[config.mk]
export PLATFORM = sky130hd
export DESIGN_NAME = sel_skid_stage
export DESIGN_NICKNAME = d
export VERILOG_FILES = /design/src/rtl/sel_skid_stage.sv
export SDC_FILE = /design/constraint.sdc
export NUM_CORES = 1
export LEC_CHECK = 0
export CAP_MARGIN = 10
export CORE_ASPECT_RATIO = 1.25
export CORE_MARGIN = 4
export CORE_UTILIZATION = 40
export DETAILED_ROUTE_END_ITERATION = 6
export GPL_TIMING_DRIVEN = 0
export PLACE_DENSITY = 0.73
export SYNTH_ARGS = -nofsm -noshare
export SYNTH_HDL_FRONTEND = slang
export SYNTH_SLANG_ARGS = --single-unit
[constraint.sdc]
create_clock -name clk -period 3 [get_ports clk]
set_input_delay 0.45 -clock clk [delete_from_list [all_inputs] [get_ports clk]]
set_output_delay 0.45 -clock clk [all_outputs]
set_load 0.01 [all_outputs]
[src/rtl/sel_skid_stage.sv]
// sel_skid_stage: N-way word selector into a two-entry skid-buffered
// pipeline stage with valid/ready on both sides and synchronous flush.
module sel_skid_stage #(
    parameter int WIDTH  = 32,
    parameter int NUM_IN = 3,
    parameter int SEL_W  = 2,
    parameter int CNT_W  = 8
) (
    input  logic                    clk,
    input  logic                    rst,
    input  logic [NUM_IN*WIDTH-1:0] in_data,
    input  logic [SEL_W-1:0]        in_sel,
    input  logic                    in_valid,
    output logic                    in_ready,
    input  logic                    flush,
    output logic [WIDTH-1:0]        out_data,
    output logic                    out_valid,
    input  logic                    out_ready,
    output logic [CNT_W-1:0]        drop_cnt
);

    logic [WIDTH-1:0] word;
    logic [WIDTH-1:0] m_data;
    logic             m_valid;
    logic [WIDTH-1:0] s_data;
    logic             s_valid;
    logic             acc;
    logic             fire;
    logic             in_hs;
    logic [1:0]       drop_add;
    logic [CNT_W:0]   drop_sum;
    logic [CNT_W-1:0] drop_next;

    // Pick the candidate word; an out-of-range select yields zero.
    always_comb begin
        word = '0;
        for (int k = 0; k < NUM_IN; k++) begin
            if (int'(in_sel) == k) begin
                word = in_data[k*WIDTH +: WIDTH];
            end
        end
    end

    // Ready depends only on registered state so there is no
    // combinational path from out_ready back to in_ready.
    assign in_ready  = !s_valid && !rst;
    assign in_hs     = in_valid && in_ready;
    assign acc       = in_hs && !flush;
    assign fire      = m_valid && out_ready;
    assign out_data  = m_data;
    assign out_valid = m_valid;

    // Count of valid words thrown away by a flush at this edge.
    always_comb begin
        drop_add  = {1'b0, m_valid && !out_ready}
                  + {1'b0, s_valid}
                  + {1'b0, in_hs};
        drop_sum  = {1'b0, drop_cnt} + {{(CNT_W-1){1'b0}}, drop_add};
        drop_next = drop_sum[CNT_W] ? {CNT_W{1'b1}} : drop_sum[CNT_W-1:0];
    end

    // Main register: refill from skid first, else from the input.
    always_ff @(posedge clk) begin
        if (rst) begin
            m_valid <= 1'b0;
            m_data  <= '0;
        end else if (flush) begin
            m_valid <= 1'b0;
            m_data  <= '0;
        end else if (!m_valid || fire) begin
            if (s_valid) begin
                m_valid <= 1'b1;
                m_data  <= s_data;
            end else if (acc) begin
                m_valid <= 1'b1;
                m_data  <= word;
            end else begin
                m_valid <= 1'b0;
            end
        end
    end

    // Skid register: catches a word when the main register stalls.
    always_ff @(posedge clk) begin
        if (rst) begin
            s_valid <= 1'b0;
            s_data  <= '0;
        end else if (flush) begin
            s_valid <= 1'b0;
            s_data  <= '0;
        end else if (!m_valid || fire) begin
            s_valid <= 1'b0;
        end else if (acc) begin
            s_valid <= 1'b1;
            s_data  <= word;
        end
    end

    // Saturating tally of words discarded by flush; reset does not count.
    always_ff @(posedge clk) begin
        if (rst) begin
            drop_cnt <= '0;
        end else if (flush) begin
            drop_cnt <= drop_next;
        end
    end

endmodule

==> results.ini, run 1 <==
[critical_path]
end_kind = register
worstPathArrival_ns = 3.07
crit_chain = clkdlybuf4s50_1, nor2b_4, inv_1, fa_1, inv_1, ha_1, fa_1, and3_1, and4b_1, nor3_1
max_stage_delay_ns = 0.51
crit_type = in -> reg
critical_path.startpoint_type = input pin
slowest_stage = clkdlybuf4s50_1
path_max_fanout = 7
worst-endpoint-required_ns = 3.27

[global_route]
grt_pass1_wl_um = 20700
grt.overflow.total = 0
grt_max_degree = 12
grt_pass1_vias = 4154
grt_util_all_layers_pct = 21.6
antenna_found_initial = 0

[cells_and_area]
layout.cells.non_filler = 715
multi_input_area_um2 = 2320
antennaDiodeCount = 0
area_growth_pct = 45.8
layout.area.seq_um2 = 1480
final_nets = 691
final_cell_mix = clkdlybuf4s50_1, dfxtp_1, a21oi_1
design_area_um2 = 5950
fillers = 896
final_common_cell = clkdlybuf4s50_1
layout-drive-gt1-share_pct = 8.83

[power_and_ir_drop]
leakagePower_nw = 2.05
power_density_nw_per_um2 = 407
ir_drop_uv = 253

[timing]
fmax_mhz = 357
rsz0062_at_grt = no
fin_setup_tns_ns = 0
hold_violations = 0
post-route-period-util_pct = 93.3
skew_ns = 0.00391
finalSetupViolations = 0
tightest_slew_ns = 0.588
drv_slew = 0
fin_crit_ns = 2.80
slew_headroom_pct = 60.8

[cts]
cts_buffers = 9
clock_latency_ns = 0.34
path_clk_slew_ns = 0.06
cts_tree = done
postCtsHoldBufs = 0
clock-sinks = 74
cts_buffer_depth = 2
cts-root-buf = clkbuf_16
cts_max_level = 3

[detailed_routing]
wl_met3_um = 842
m1WireLength_um = 5240
routed_wl_um = 12800
dr.max_layer_used = met4
drt_iter0_drc = 119
vias_per_cell = 5.70
drc = 0
postRouteAntennaNets = 0
post_drt_wl_per_cell_um = 18.0
met2WireLength_um = 6540
first_pass_iters = 6
via_count = 4079

[yosys]
ys_top_cells_by_area = dfxtp_1, mux2i_1, a32o_1
yosysUniqueCellTypes = 38
synth_top_family_by_area = compound AO/OA/AOI/OAI gates
synth_compound_area_share_pct = 31.8
synth_adder_area_share_pct = 1.59
synthesis.area_um2 = 4080
yosysTopAreaCell = dfxtp_1
synthMuxAreaShare_pct = 8.43
synth_top_area_share_pct = 36.3
syn_nets = 536
ys_seq_area_share_pct = 36.3
yosys_warnings = 0
ys_seq_elements = 74
synth_cells = 429
avgSynthCellArea_um2 = 9.51
synth_xor_area_share_pct = 0
synth-simple-area-share_pct = 14.9

[floorplanning]
die_y_um = 121
die_w_um = 98.3
die_area_um2 = 11900
rows = 40
ios = 145
core_area_um2 = 9810
start_util_pct = 41.6

[hold_path]
min-delay-path-class = reg -> reg

[place]
dpl_cell_area_um2 = 5660
dp_cells = 697
place.gp.congestion = 0.765
dpl.hpwl_um = 9430
io_buffers = 142

[job]
drv_cap = 0

[outcome]
status = complete, no violations

==> critical path, delay by kind of cell <==
family                     cells  cell delay (ns)
adders and majority gates      3             1.13
and+or+nand+nor                4             0.79
buffers and inverters          3             0.70
==> flip-flops by register name (all words and copies together) (netlist names) <==
signal and count:
out_data 32, s_data 32, drop_cnt 8, out_valid 1, s_valid 1
==> area by class of cell <==
cell class,count,share of cell area (%)
multi-input combinational,301,39.0
clock buffer,13,4.21
clock inverter,3,0.252
inverter,7,0.442
buffer,47,4.33
tap,126,2.65
timing repair buffer,144,24.2
sequential,74,24.9
==> layer usage <==
layer | up-vias | track usage [%]
met4 | 0 | 8.20
met5 | - | 0
met1 | 1953 | 25.5
met3 | 15 | 4.60
li1 | 1977 | -
met2 | 134 | 38.2
==> report_power, final <==
group / internal, mW / switching [mW]
registers: 1.00 / 0.00982
clock network: 0.579 / 0.404
logic: 0.248 / 0.183
==> metrics by stage <==
step	power (mW)	setup WS [ns]	hold WS (ns)	util [%]
finish	2.42	0.200	0.464	60.6
floorplan	1.24	0.368	0.487	-
CTS	2.43	0.0912	0.467	60.4
detailed placement	1.46	-0.406	0.455	57.7
global placement	1.46	-0.364	0.449	57.7
global route	2.50	0.0288	0.477	60.6
==> path summary, 6_finish.rpt <==
kind / depth (start not counted) / from / slack [ns] / end
min reg2reg: 1 / out_data[18] / 0.46 / out_data[18]
min: 1 / out_data[18] / 0.46 / out_data[18]
max reg2reg: 10 / s_valid / 0.25 / drop_cnt[4]
max: 10 / out_ready / 0.20 / drop_cnt[4]
==> cells in the mapped netlist <==
cell,number
dfxtp_1,74
a21oi_1,38
o211ai_1,35
a211oi_1,34
mux2i_1,31
o21a_1,31
a32o_1,29
nand2b_1,29
nand3b_1,29
clkbuf_1,19
buf_2,14
buf_4,11
inv_1,7
nand4_1,5
nor3_1,4
a22oi_1,3
buf_6,3
mux2_2,3
nand3_1,3
a31oi_1,2
and3_1,2
and4_1,2
fa_1,2
ha_1,2
nor2_2,2
nor2b_1,2
nor3b_4,2
a21boi_0,1
a21o_1,1
a311oi_1,1
a41oi_1,1
and2_0,1
and2_1,1
and4b_1,1
nor2_1,1
nor3_2,1
nor4_1,1
or2_0,1
==> repair_timing <==
item | in CTS | in global routing
buffers inserted | 0 | 2
setup endpoints to repair | 2 | 4
gates resized for setup | 1 | 1
==> kinds of logic (layout without fill, tap and decap cells) <==
kind of cell,count (synthesis),count (layout)
AND/OR/NAND/NOR,87,87
adder cells (fa/ha/maj),4,4
buffers and inverters,54,214
flip-flops,74,74
AO/OA/AOI/OAI,176,176
multiplexers,34,34
Note: power is estimated with default switching activity, not from simulation.
==> inputs of run 2 (changes only) <==
- SLEW_MARGIN: unset -> 0
==> results of run 2 <==
Final layout, timing and power as in run 1 (identical DEF).
